==> config.mk <==
export PLATFORM = sky130hd
export DESIGN_NAME = etroc1_event_builder
export DESIGN_NICKNAME = d
export VERILOG_FILES = /design/src/rtl/etroc1_event_builder.sv
export SDC_FILE = /design/constraint.sdc
export NUM_CORES = 1
export LEC_CHECK = 0
export ABC_AREA = 1
export CORE_ASPECT_RATIO = 1.2
export CORE_UTILIZATION = 55
export CTS_BUF_LIST = sky130_fd_sc_hd__clkbuf_8 sky130_fd_sc_hd__clkbuf_16
export DETAILED_ROUTE_END_ITERATION = 10
export PLACE_DENSITY = 0.9
export SKIP_LAST_GASP = 1
export SLEW_MARGIN = 5
export SYNTH_ARGS = -nofsm -noshare
export SYNTH_HDL_FRONTEND = slang
export SYNTH_SLANG_ARGS = --single-unit
==> constraint.sdc <==
create_clock -name CLK -period 3 [get_ports CLK]
set_clock_uncertainty 0.1 [all_clocks]
set_input_delay 0.3 -clock CLK [delete_from_list [all_inputs] [get_ports CLK]]
set_output_delay 0.3 -clock CLK [all_outputs]
set_load 0.1 [all_outputs]
==> src/rtl/etroc1_event_builder.sv <==
// Packs the four cached channel words into one header / hit-words / trailer event per trigger.
// Optional macro EVB_EMPTY_EVENT_EN: zero-hit events still emit header + trailer.
module etroc1_event_builder #(
   parameter int         EVT_CNT_W = 16,
   parameter logic [3:0] HDR_ID    = 4'hA,
   parameter logic [3:0] TRL_ID    = 4'hB
) (
   input  logic                 CLK,
   input  logic                 RSTn,
   input  logic                 trig,
   input  logic [127:0]         ch_data,
   input  logic [3:0]           ch_hit,
   input  logic [3:0]           ch_enable,
   output logic [31:0]          dout,
   output logic                 dout_valid,
   input  logic                 dout_ready,
   output logic                 busy,
   output logic [EVT_CNT_W-1:0] evt_cnt,
   output logic [EVT_CNT_W-1:0] drop_cnt
);

   localparam logic [1:0] IDLE = 2'd0;
   localparam logic [1:0] HDR  = 2'd1;
   localparam logic [1:0] CH   = 2'd2;
   localparam logic [1:0] TRL  = 2'd3;

`ifdef EVB_EMPTY_EVENT_EN
   localparam bit EMPTY_EN = 1'b1;
`else
   localparam bit EMPTY_EN = 1'b0;
`endif

   logic [1:0]           state_reg;
   logic [127:0]         data_reg;
   logic [3:0]           rem_reg;
   logic [2:0]           nwords_reg;
   logic [EVT_CNT_W-1:0] evt_cnt_reg;
   logic [EVT_CNT_W-1:0] drop_cnt_reg;
   logic [31:0]          dout_reg;
   logic                 dout_valid_reg;

   logic [3:0]           sel_new;
   logic [2:0]           nwords_new;
   logic [EVT_CNT_W-1:0] evt_cnt_new;
   logic                 accept;
   logic [1:0]           low_idx;
   logic [31:0]          ch_word [4];

   assign sel_new     = ch_hit & ch_enable;
   assign nwords_new  = {2'b0, sel_new[0]} + {2'b0, sel_new[1]} + {2'b0, sel_new[2]} + {2'b0, sel_new[3]};
   assign evt_cnt_new = evt_cnt_reg + EVT_CNT_W'(1);
   assign accept      = dout_valid_reg & dout_ready;

   for (genvar gi = 0; gi < 4; gi++) begin : g_word
      assign ch_word[gi] = data_reg[gi*32 +: 32];
   end

   // Lowest remaining selected channel goes out next.
   always_comb begin
      low_idx = 2'd0;
      for (int i = 3; i >= 0; i--) begin
         if (rem_reg[i]) low_idx = 2'(i);
      end
   end

   always_ff @(posedge CLK or negedge RSTn) begin
      if (!RSTn) begin
         state_reg      <= IDLE;
         data_reg       <= '0;
         rem_reg        <= '0;
         nwords_reg     <= '0;
         evt_cnt_reg    <= '0;
         drop_cnt_reg   <= '0;
         dout_reg       <= '0;
         dout_valid_reg <= 1'b0;
      end else begin
         if (trig) begin
            if (state_reg != IDLE) begin
               if (drop_cnt_reg != '1) drop_cnt_reg <= drop_cnt_reg + EVT_CNT_W'(1);
            end else begin
               evt_cnt_reg <= evt_cnt_new;
               if (sel_new != 4'd0 || EMPTY_EN) begin
                  data_reg       <= ch_data;
                  rem_reg        <= sel_new;
                  nwords_reg     <= nwords_new;
                  dout_reg       <= {HDR_ID, evt_cnt_new[15:0], sel_new, 8'h00};
                  dout_valid_reg <= 1'b1;
                  state_reg      <= HDR;
               end
            end
         end
         // accept is only possible outside IDLE, so it never collides with the start branch.
         if (accept) begin
            case (state_reg)
               HDR, CH: begin
                  if (rem_reg != 4'd0) begin
                     dout_reg  <= ch_word[low_idx];
                     rem_reg   <= rem_reg & (rem_reg - 4'd1);
                     state_reg <= CH;
                  end else begin
                     dout_reg  <= {TRL_ID, evt_cnt_reg[15:0], 5'b0, nwords_reg, 4'h0};
                     state_reg <= TRL;
                  end
               end
               TRL: begin
                  dout_reg       <= '0;
                  dout_valid_reg <= 1'b0;
                  state_reg      <= IDLE;
               end
               default: state_reg <= IDLE;
            endcase
         end
      end
   end

   assign dout       = dout_reg;
   assign dout_valid = dout_valid_reg;
   assign busy       = (state_reg != IDLE);
   assign evt_cnt    = evt_cnt_reg;
   assign drop_cnt   = drop_cnt_reg;

endmodule

---- Yosys cells after proc, flatten, opt, wreduce, memory -nomap -nowiden ----
Cells that the tools add are included.
storage, ports and cells
  input port bits ......................... 140
  word-level logic and storage cells ...... 65
  flip-flop bits (word level) ............. 202
  output and inout port bits .............. 66
cells by class
  add/subtract/negate cells ............... 6
  bitwise operators ....................... 5
  equal/unequal tests ..................... 5
  order comparisons ....................... 1
  multiplexer cells ....................... 30
  reduce and logical (&&, ||, !) cells .... 10
operators with widths
  kind                                                       number
  two-way mux 32 bit                                         7
  binary-select mux 32 bit (select 2 bit)                    1
  one-hot mux 32 bit (2 select lines)                        1
  adder 16 x 1 -> 16 bit (second input constant)             2
  two-way mux 4 bit                                          6
  two-way mux 2 bit                                          9
  != test 16 bit (second input constant)                     1
  AND reduction 3 bit                                        3
  bitwise AND 4 bit                                          2
  nonzero test 4 bit                                         2
  two-way mux 1 bit                                          6
  nonzero test 2 bit                                         3
  == test 2 bit (second input constant)                      2
  subtractor 4 x 1 -> 4 bit (second input constant)          1
  adder 2 x 1 -> 3 bit                                       1
  adder 3 x 1 -> 3 bit                                       1
  greater-or-equal comparator 3 bit (second input constant)  1
  inverter 2 -> 3 bit                                        1
  adder 1 x 1 -> 2 bit                                       1
  == test 2 x 1 -> 1 bit (second input constant)             1
  != test 2 x 1 -> 1 bit (second input constant)             1
  AND reduction 2 bit                                        1
  OR reduction 2 bit                                         1
  bitwise AND 1 bit                                          1
  inverter 1 bit                                             1

---- Depth between registers and ports, before layout ----
Gate-level depths: netlist (run 1).
  depth in word-level cells ............... 11
  depth in mapped cells ................... 11
  gate-level depth less buffers ........... 11

---- Worst setup path after synthesis (run 1) ----
No wires, ideal clock.
  path kind ............................... register to register
  from .................................... reg drop_cnt_reg[1], in the netlist drop_cnt[1]
  to ...................................... reg drop_cnt_reg[12], in the netlist drop_cnt[12]
  period minus slack after synthesis ...... 2400 ps
  stages on the path, launching flop included .. 9
  arrival ................................. 2137 ps
  path buffers ............................ 1
  required time ........................... 2737 ps
  library setup time ...................... 163 ps
  path slack .............................. 600 ps
  path through ............................ dfrtp_1 -> ha_1 -> nand3_1 -> nor2_1 -> nand3_1 -> nand2_2 -> buf_4 -> nor2_1 -> xor2_1
between the ends
  word-level cells in the longest chain between the ends .. 2
  elaborated cells between the ends (all ways) .. 3
  those cells by class .................... 1 x add/sub; 1 x eq/ne; 1 x reduce/logical
ends and longest elaborated chain
  element                                                                         RTL line  source
  from (decl)                                                                     38        logic [EVT_CNT_W-1:0] drop_cnt_reg;
  from (signal assigned)                                                          79        if (drop_cnt_reg != '1) drop_cnt_reg <= drop_cnt_reg + EVT_CNT_W'(1);
  parallel branches: the longest is 2 deep, another holds adder 16 x 1 -> 16 bit  -
Several ways; the timed one is not identified.
A chain may end at the register's enable or synchronous reset.

---- Worst setup path in the final report (run 1) ----
  from .................................... reg state_reg[0]
  to ...................................... reg rem_reg[1]
between the ends
  word-level cells in the longest chain between the ends .. 6
  elaborated cells between the ends (all ways) .. 9
  those cells by class .................... 2 x eq/ne; 5 x mux; 2 x reduce/logical
ends and longest elaborated chain
  element                 RTL line  source
  from (decl)             33        logic [1:0] state_reg;
  from (signal assigned)  68        state_reg <= IDLE;
  from (signal assigned)  88        state_reg <= HDR;
  from (signal assigned)  99        state_reg <= CH;
  nonzero test 2 bit      78        if (state_reg != IDLE) begin
  two-way mux 4 bit       78
  two-way mux 4 bit       77        if (trig) begin
  two-way mux 4 bit       96        if (rem_reg != 4'd0) begin
  two-way mux 4 bit       94        case (state_reg)
  two-way mux 4 bit *     93        if (accept) begin
  to (signal assigned)    84        rem_reg <= sel_new;
  to (signal assigned)    98        rem_reg <= rem_reg & (rem_reg - 4'd1);
  to (decl)               35        logic [3:0] rem_reg;
Every way passes the cells marked *; elsewhere a longest branch is shown, timed or not.

==> run_results.csv, run 1 <==
group,metric,value,unit
cts,clock_latency,0.51,ns
job,cap_violations,0,
finish,final_net_count,1600,
routing,via_count,9439,
floorplanning,num_io_pins,206,
cts,path_clk_slew,0.07,ns
place,routabilityCongestion,0.944,
power,power.density_cell_area,509,nW/µm²
routing,remaining_number_of_nets_flagged_by_the_antenna_check_after_routing,0,
power,switching_share,25.9,%
sta,final_hold_violations,0,
floorplanning,start_util,56.2,%
sta,post-route-period-util,81.9,%
floorplanning,core_region_area,17600,µm²
routing,first_iter_violations,928,
routing,via_density_per_instance,5.60,
critical_path,worstPathMaxFanout,70,
finish,final.fill_count,1283,
critical_path,setup.worst_path.start_class,"register",
synth,net_count_of_the_mapped_netlist,1420,
critical_path,cp_capture_type,"register",
synth,yosys.cell_types.count,38,
floorplanning,floorplan.die_area,18500,µm²
routing,first_pass_iters,6,
synth,synth.ff_latch_count,202,
routing,wl,27800,µm
place,dp_hpwl,18800,µm
sta,rsz_0062_raised_after_global_routing,"no",
cts,postCtsResizedCells,0,
synth,yosys_warnings,0,
critical_path,worst-endpoint-arrival,2.77,ns
critical_path,critical_path.most_common_cell,"sky130_fd_sc_hd__o21ai_0",
global_route,maximum_number_of_pins_on_one_net_before_global_route_repair,79,
min_path,min_path_type,"in2reg",
sta,post-route-worst-setup-slack,0.542,ns
finish,largest_register_ff_count,128,
power,seqPwrFrac,44.1,%
power,clkPwrFrac,43.5,%
sta,max_clock_freq,407,MHz
finish,area_delta_synth_final,27.9,%
power,power_frac_comb,12.4,%
global_route,grt_overflow_total,0,
sta,transition_time_at_the_pin_with_the_least_slew_margin,0.716,ns
place,portBuffers,205,
synth,synthesis.area_per_instance,7.77,µm²
global_route,grt_usage,30.2,%
finish,final_layout_size_suffix_gt1_share,10.8,%
sta,period_minus_slack,2.46,ns
critical_path,path_class,"reg2reg",
critical_path,worst-endpoint-required,3.32,ns
sta,timing.final.setup_violations,0,
sta,slew_headroom,52.3,%
run_status,result_of_the_run,"finished, final reports clean",
sta,maxSlewViolCount,0,
cts,cts_inserted_buffers,21,
synth,syn-instance-count,1271,
place,placed_cell_area,11900,µm²
power,vdd_ir_max,0.000513,V
power,power_report.internal_total,4.76,mW
power,p_switching,1.66,mW
critical_path,path_delay_family,"buffers and inverters",
critical_path,highest_delay_cell_along_the_critical_path,"sky130_fd_sc_hd__buf_4",
synth,yosysTopAreaCellShare,51.2,%
place,place_worst_setup_slack,0.423,ns
synth,synthesis.area,9870,µm²
critical_path,path_cells,"inv_1 -> ha_1 -> nand2_2 -> inv_4 -> nand2_4 -> buf_4 -> nand2_1 -> o21ai_0 -> o21ai_0 -> o31ai_1",
floorplanning,chipHeight,149,µm
routing,wl_per_cell,16.5,µm
sta,final.setup.tns,0,ns
cts,htree_num_levels,1,
synth,ys_seq_area_share,51.2,%
global_route,grt_antenna_before_repair,1,
synth,synth_top_area_cell,"sky130_fd_sc_hd__dfrtp_1",
cts,tritoncts,"done",
floorplanning,fp.dieW,124,µm
power,cellLeakagePower,6.52,nW
global_route,first_global_vias,9077,
cts,cts.sinks,202,
global_route,grt_first_pass_wirelength,44900,µm
finish,postLayoutCellArea,12600,µm²
floorplanning,num_rows,53,
routing,post-route-drc-count,0,
critical_path,critical-path-max-stage-delay,0.56,ns
critical_path,critPathBufInv,3,
cts,cts-root-to-sink-buffers,3,
cts,cts_root_buf,"sky130_fd_sc_hd__clkbuf_16",
synth,synth.top_cells.by_area,"sky130_fd_sc_hd__dfrtp_1, sky130_fd_sc_hd__nand2_1, sky130_fd_sc_hd__nand3_1, sky130_fd_sc_hd__buf_2, sky130_fd_sc_hd__inv_1",
[worst paths after layout]
path / startpoint / to / slack [ns] / cells past startpoint
worst max-delay path: state_reg[0] / rem_reg[1] / 0.54 / 10
max in group asynchronous: RSTn / data_reg[49] / 1.75 / 3
min in group asynchronous: RSTn / drop_cnt[3] / 0.29 / 2
worst min-delay path: ch_data[8] / data_reg[8] / 0.23 / 3
worst min register to register: data_reg[61] / data_reg[61] / 0.38 / 2
worst max register to register: state_reg[0] / rem_reg[1] / 0.54 / 10
[repair_timing]
item                                    in CTS  in global routing
hold endpoints to repair                    75                  0
setup buffers                                0                  0
endpoints found under the setup margin       0                  0
hold buffers                                 1                  0
[metal layers]
layer  share of wire [%]  GRT usage [%]  up-vias
met2                  48           48.6      475
li1                    -              -     4379
met4                 3.9           13.6        0
met1                  40           40.8     4495
met5                   0              0        -
met3                 7.7           4.30       90
[kinds of logic after synthesis]
kind of cell               share of synthesized area (%)
AOI/OAI and AO/OA                                   4.75
xor gates and xnor gates                            1.86
adders and majority gates                           1.22
buffers and inverters                               5.83
DFF                                                 51.2
and+or+nand+nor                                     35.1
[synth_stat cells, drive strengths merged]
cell,n
o211ai,3
inv,56
nand3,146
clkbuf,14
a21oi,38
or2,8
dfrtp,202
o22ai,6
o21ai,23
nor3,4
buf,50
a21boi,1
nor2,48
fa,1
o31ai,1
a22oi,1
xor2,19
a31oi,8
ha,8
nand4,8
xnor2,2
nand3b,5
nand2,619
[cell usage in the layout, fill, tap and decap left out, drive strengths merged, types with 19 or more instances in the layout]
cell type / n
nand2: 619
dfrtp: 202
nand3: 146
clkdlybuf4s50: 138
buf: 81
inv: 60
nor2: 48
a21oi: 38
clkbuf: 26
o21ai: 23
xor2: 19
[area by class of cell]
cell class	count	area (µm²)	share of cell area, %
Inverter	56	215	1.70
Sequential cell	202	5050	40.0
Clock buffer	25	581	4.60
Clock inverter	13	165	1.31
Timing Repair Buffer	221	2090	16.5
Antenna cell	1	2.50	0.0198
Tap cell	220	275	2.18
Multi-Input combinational cell	949	4250	33.6
[stage by stage]
stage / hold slack [ns] / util (%) / instances / power [mW]
floorplan: -0.0956 / - / 1271 / 3.31
global placement: 0.290 / 67.5 / 1647 / 3.67
detailed placement: 0.284 / 67.5 / 1647 / 3.68
CTS: 0.221 / 71.8 / 1686 / 6.46
global route: 0.236 / 71.9 / 1687 / 6.60
finish: 0.226 / 71.9 / 1687 / 6.43
[worst reg2reg max path: cells and delay by family (launching register included)]
kind                       cells  cell delay (ns)
AOI/OAI and AO/OA              3             0.31
buffers and inverters          3             0.81
and+or+nand+nor                3             0.54
adders and majority gates      1             0.23
DFF                            1             0.38
[power by group through the flow]
stage	combinational, mW	sequential, mW	clock [mW]
after floorplan	0.0971	3.21	0
after CTS	0.803	2.83	2.82
final	0.799	2.83	2.80
after detailed placement	0.799	2.88	0
after global routing	0.839	2.84	2.92
after global placement	0.792	2.88	0
Note: power is estimated with default switching activity, not from simulation.
==> run 2: changes to the inputs <==
CORE_UTILIZATION = 47   (was 55)
PLACE_DENSITY = 0.82   (was 0.9)
clock period = 2.2 ns   (was 3 ns; I/O delays follow)
==> run 2 against run 1 <==
Compared with the run above:
- clock power grew 54%
- via count shrank 2.3%
- wire length grew 1.1%
- utilization shrank 8.4 points
- combinational power grew 35%
- final cell count grew 3.7%
- sequential share of layout area shrank 0.96 points
- sequential power grew 37%
- first-iteration DRC count shrank 12%
- power grew 44%
- maximum frequency grew 22%
- sequential cell count is the same
- critical path type unchanged
- largest cell class unchanged
==> run_results.csv, run 2 (synthesis gave the netlist of run 1 again) <==
group,metric,value,unit
run_status,result_of_the_run,"finished, final reports clean",
finish,layout.cells.most_common_list,"sky130_fd_sc_hd__nand2_1, sky130_fd_sc_hd__dfrtp_1, sky130_fd_sc_hd__nand3_1, sky130_fd_sc_hd__clkdlybuf4s50_1, sky130_fd_sc_hd__buf_4",
sta,timing.final.setup_violations,0,
finish,final_layout_size_suffix_gt1_share,12.3,%
finish,postLayoutCellArea,12900,µm²
routing,post-route-drc-count,0,
sta,maxSlewViolCount,0,
cts,postCtsSetupRepairBufs,0,
routing,wl_per_cell,16.0,µm
sta,fin_worst_hold_slack,0.140,ns
critical_path,path_class,"reg2reg",
sta,final.setup.tns,0,ns
finish,footprint_of_the_multi_input_gates,4250,µm²
critical_path,critical-path-max-stage-delay,0.41,ns
critical_path,r2r_setup_slack,0.19,ns
finish,final_net_count,1618,
place,dp_hpwl,19700,µm
global_route,grt_first_pass_wirelength,44800,µm
sta,rsz_0062_raised_after_global_routing,"no",
floorplanning,num_rows,57,
finish,area_delta_synth_final,31.2,%
global_route,first_global_vias,8809,
critical_path,cp_capture_type,"register",
min_path,min_path_type,"in2reg",
sta,final_hold_violations,0,
cts,cts_root_buf,"sky130_fd_sc_hd__clkbuf_16",
floorplanning,chipHeight,161,µm
sta,max_clock_freq,496,MHz
floorplanning,floorplan.die_area,21600,µm²
sta,post-route-period-util,91.6,%
cts,cts_inserted_buffers,22,
place,place_worst_setup_slack,0.0578,ns
global_route,grt_usage,26.2,%
routing,first_iter_violations,818,
critical_path,highest_delay_cell_along_the_critical_path,"sky130_fd_sc_hd__dfrtp_1",
sta,post-route-worst-setup-slack,0.185,ns
cts,htree_num_levels,1,
cts,cts.sinks,202,
place,routabilityCongestion,0.865,
job,cap_violations,0,
critical_path,worst-endpoint-arrival,2.33,ns
routing,remaining_number_of_nets_flagged_by_the_antenna_check_after_routing,0,
sta,transition_time_at_the_pin_with_the_least_slew_margin,0.498,ns
floorplanning,start_util,48.4,%
cts,path_clk_slew,0.07,ns
finish,final.fill_count,1773,
global_route,maximum_number_of_pins_on_one_net_before_global_route_repair,59,
floorplanning,fp.dieW,134,µm
sta,period_minus_slack,2.01,ns
finish,sequential_cell_area,5060,µm²
power,vdd_ir_max,0.00118,V
cts,clock_latency,0.51,ns
critical_path,worst-endpoint-required,2.51,ns
critical_path,critical_path.most_common_cell,"sky130_fd_sc_hd__o21ai_0",
critical_path,path_delay_family,"buffers and inverters",
cts,tritoncts,"done",
global_route,grt_overflow_total,0,
power,cellLeakagePower,6.65,nW
finish,largest_register_ff_count,128,
routing,wl,28000,µm
routing,via_density_per_instance,5.27,
routing,first_pass_iters,8,
critical_path,path_cells,"inv_1 -> ha_1 -> nand2_2 -> inv_4 -> nand2_4 -> buf_4 -> o21ai_0 -> o21ai_0 -> o31ai_1",
critical_path,worstPathMaxFanout,10,
power,power.density_cell_area,715,nW/µm²
floorplanning,core_region_area,20400,µm²
finish,layout.cells.most_common,"sky130_fd_sc_hd__nand2_1",
place,placed_cell_area,12100,µm²
critical_path,setup.worst_path.start_class,"register",
critical_path,critPathBufInv,3,
place,portBuffers,205,
global_route,grt_antenna_before_repair,1,
routing,via_count,9224,
sta,slew_headroom,66.7,%
floorplanning,num_io_pins,206,
cts,cts-root-to-sink-buffers,3,
-- run 2: cell types whose count changed in the layout (fill, tap and decap cells not counted), sizes merged --
cell,delta
buf,+17
clkbuf,+3
clkinv,-3
bufinv,+2
inv,-2
clkinvlp,+1
-- run 2: path summary, 6_finish.rpt --
path | cells after the start | endpoint | from
setup / recovery | 9 | rem_reg[1] | state_reg[0]
hold / removal | 3 | data_reg[88] | ch_data[88]
setup reg to reg | 9 | rem_reg[1] | state_reg[0]
hold reg to reg | 2 | data_reg[125] | data_reg[125]
max in group asynchronous | 3 | data_reg[79] | RSTn
min in group asynchronous | 2 | data_reg[33] | RSTn
-- run 2: routing by layer --
metal  vias up  part of all wire (%)  track usage, %
li1       4409                     -               -
met1      4378                    41            35.1
met2       385                    49            43.6
met3        52                   7.3            4.10
met4         0                   2.5            8.48
met5         -                     0               0
-- run 2: metrics by stage --
step | power, mW | instances | utilization (%)
floorplan | 4.52 | 1271 | -
global placement | 5.01 | 1709 | 59.2
detailed placement | 5.02 | 1709 | 59.2
CTS | 9.30 | 1749 | 63.5
global route | 9.50 | 1750 | 63.5
finish | 9.26 | 1750 | 63.5
-- run 2: worst register-to-register path: stages (launching register included) --
cell and delay [ns]:
sky130_fd_sc_hd__dfrtp_1 0.41, sky130_fd_sc_hd__inv_1 0.09, sky130_fd_sc_hd__ha_1 0.20, sky130_fd_sc_hd__nand2_2 0.20
sky130_fd_sc_hd__inv_4 0.18, sky130_fd_sc_hd__nand2_4 0.11, sky130_fd_sc_hd__buf_4 0.19, sky130_fd_sc_hd__o21ai_0 0.21
sky130_fd_sc_hd__o21ai_0 0.15, sky130_fd_sc_hd__o31ai_1 0.09
-- run 2: where the power goes --
part | switching (mW) | total, mW | internal [mW]
combinational | 0.717 | 1.08 | 0.367
clock | 1.54 | 4.31 | 2.77
sequential | 0.0845 | 3.87 | 3.79
-- run 2: what timing repair did --
action                                 CTS  global route
resized for setup                        0             0
endpoints found under the hold margin   53             0
hold buffers                             1             0
-- run 2: layout make-up --
type / instances / area share, %
flip-flops and latches: 202 / 39.1
multi-input cells: 949 / 32.8
repair buffers: 238 / 17.3
clock buffers: 28 / 4.98
well taps: 265 / 2.56
inverters: 56 / 1.66
clock inverters: 11 / 1.62
diodes: 1 / 0.0193
==> run 3: changes to the inputs <==
CORE_ASPECT_RATIO = default   (was 1.2)
CTS_BUF_LIST = default   (was sky130_fd_sc_hd__clkbuf_8 sky130_fd_sc_hd__clkbuf_16)
==> run 3 against run 2 <==
Compared with the run above:
- sequential share of layout area increased by 0.32 points
- clock power shrank 16%
- global-route usage decreased by 0.079 points
- worst hold slack better by 0.0041 ns
- sequential power hardly changed
==> run_results.csv, run 3 (synthesis gave the netlist of run 1 again) <==
group,metric,value,unit
critical_path,r2r_setup_slack,0.14,ns
critical_path,r2r_endpoint,"dout[1]",
sta,max_clock_freq,484,MHz
critical_path,critical_path.reg2reg.startpoint,"state_reg[0]",
critical_path,highest_delay_cell_along_the_critical_path,"sky130_fd_sc_hd__dfrtp_1",
routing,remaining_number_of_nets_flagged_by_the_antenna_check_after_routing,0,
sta,maxSlewViolCount,0,
job,cap_violations,0,
sta,final.setup.tns,0,ns
cts,clock_latency,0.50,ns
sta,rsz_0062_raised_after_global_routing,"no",
sta,slew_headroom,61.8,%
sta,timing.final.setup_violations,0,
cts,cts_inserted_buffers,23,
global_route,maximum_number_of_pins_on_one_net_before_global_route_repair,67,
critical_path,cp_capture_type,"register",
place,dp_hpwl,19600,µm
routing,first_pass_iters,7,
critical_path,path_cells,"inv_1 -> ha_1 -> nand2_2 -> inv_4 -> nand2_4 -> nand2_4 -> clkinvlp_4 -> buf_12 -> nand2_1 -> nand2_1",
finish,final_layout_size_suffix_gt1_share,12.1,%
floorplanning,chipHeight,147,µm
min_path,holdPathEnd,"data_reg[126]",
place,portBuffers,205,
place,place_worst_setup_slack,-0.0181,ns
floorplanning,num_rows,52,
critical_path,path_delay_family,"buffers and inverters",
power,power.density_cell_area,667,nW/µm²
place,routabilityCongestion,0.880,
sta,fin_worst_hold_slack,0.144,ns
floorplanning,core_region_area,20400,µm²
cts,cts.sinks,202,
sta,final_hold_violations,0,
sta,post-route-period-util,93.8,%
finish,largest_register_ff_count,128,
critical_path,worstPathMaxFanout,12,
routing,wl_per_cell,15.9,µm
critical_path,worst-endpoint-arrival,2.35,ns
floorplanning,floorplan.die_area,21600,µm²
min_path,min_path_type,"in2reg",
power,vdd_ir_max,0.000516,V
min_path,worst_hold_startpoint,"ch_data[126]",
global_route,grt_first_pass_wirelength,45000,µm
power,cellLeakagePower,6.60,nW
floorplanning,start_util,48.3,%
finish,area_delta_synth_final,30.1,%
routing,first_iter_violations,640,
routing,via_density_per_instance,5.21,
finish,layout.cells.most_common_list,"sky130_fd_sc_hd__nand2_1, sky130_fd_sc_hd__dfrtp_1, sky130_fd_sc_hd__nand3_1, sky130_fd_sc_hd__clkdlybuf4s50_1, sky130_fd_sc_hd__buf_4",
critical_path,critical-path-max-stage-delay,0.41,ns
floorplanning,num_io_pins,206,
sta,transition_time_at_the_pin_with_the_least_slew_margin,0.573,ns
critical_path,worst-endpoint-required,2.49,ns
critical_path,critPathBufInv,4,
routing,post-route-drc-count,0,
global_route,grt_overflow_total,0,
global_route,grt_usage,26.1,%
finish,layout.cells.most_common,"sky130_fd_sc_hd__nand2_1",
cts,tritoncts,"done",
cts,cts-root-to-sink-buffers,3,
cts,htree_num_levels,1,
sta,period_minus_slack,2.06,ns
cts,path_clk_slew,0.06,ns
critical_path,reg2reg_depth,10,
floorplanning,fp.dieW,147,µm
routing,via_count,9149,
power,totalPowerFinal,8.57,mW
finish,final_net_count,1619,
global_route,first_global_vias,8877,
run_status,result_of_the_run,"finished, final reports clean",
global_route,grt_antenna_before_repair,1,
sta,post-route-worst-setup-slack,0.135,ns
cts,cts_root_buf,"sky130_fd_sc_hd__clkbuf_16",
critical_path,path_class,"reg2reg",
critical_path,setup.worst_path.start_class,"register",
min_path,whs_path_depth,3,
routing,wl,27800,µm
run 3: metrics by stage:
| step | instances | instance area [µm²] | util, % |
|---|---|---|---|
| 2_1_floorplan | 1271 | 9880 | - |
| 6_report | 1755 | 12800 | 62.9 |
| 3_5_place_dp | 1712 | 12100 | 59.2 |
| 5_1_grt | 1755 | 12800 | 62.9 |
| 3_3_place_gp | 1712 | 12100 | 59.2 |
| 4_1_cts | 1752 | 12800 | 62.7 |
run 3: how the worst max path moves through the flow:
stage | startpoint | endpoint | slack [ns] | cells after the start
floorplan | dout_valid | dout[0] | 0.008 | 9
global placement | ch_hit[1] | dout[9] | 0.06 | 9
detailed placement | ch_enable[1] | dout[9] | -0.02 | 9
CTS | state_reg[0] | dout[9] | 0.12 | 9
global route | state_reg[0] | dout[0] | 0.001 | 10
finish | state_reg[0] | dout[1] | 0.14 | 10
run 3: layer usage:
layer | GRT usage, % | wire length (µm) | vias up
li1 | - | - | 4432
met5 | 0 | 0 | -
met2 | 41.8 | 13100 | 363
met1 | 36.6 | 12000 | 4307
met3 | 4.25 | 2050 | 47
met4 | 7.99 | 681 | 0
run 3: timing repair:
| action | in CTS | in global routing |
|---|---|---|
| endpoints found under the hold margin | 62 | 0 |
| endpoints found under the setup margin | 0 | 5 |
| resized for setup | 0 | 1 |
| hold buffers | 1 | 0 |
| setup buffers | 0 | 2 |
run 3: layout make-up:
class,count,area (µm²)
Sequential cell,202,5060
Clock inverter,5,31.3
Multi-Input combinational cell,949,4250
Timing Repair Buffer,238,2270
Fill cell,1771,7580
Antenna cell,1,2.50
Inverter,56,219
Tap cell,270,338
Clock buffer,34,677
run 3: power breakdown:
part	switching [mW]	leakage [nW]	internal (mW)
combinational	0.720	3.49	0.374
clock	1.49	0.354	2.12
sequential	0.0822	2.76	3.79
run 3: tightest hold or removal path, cell delays in order:
cell,delay [ns]
sky130_fd_sc_hd__clkdlybuf4s50_1,0.39
sky130_fd_sc_hd__nand2_1,0.06
sky130_fd_sc_hd__nand2_1,0.04
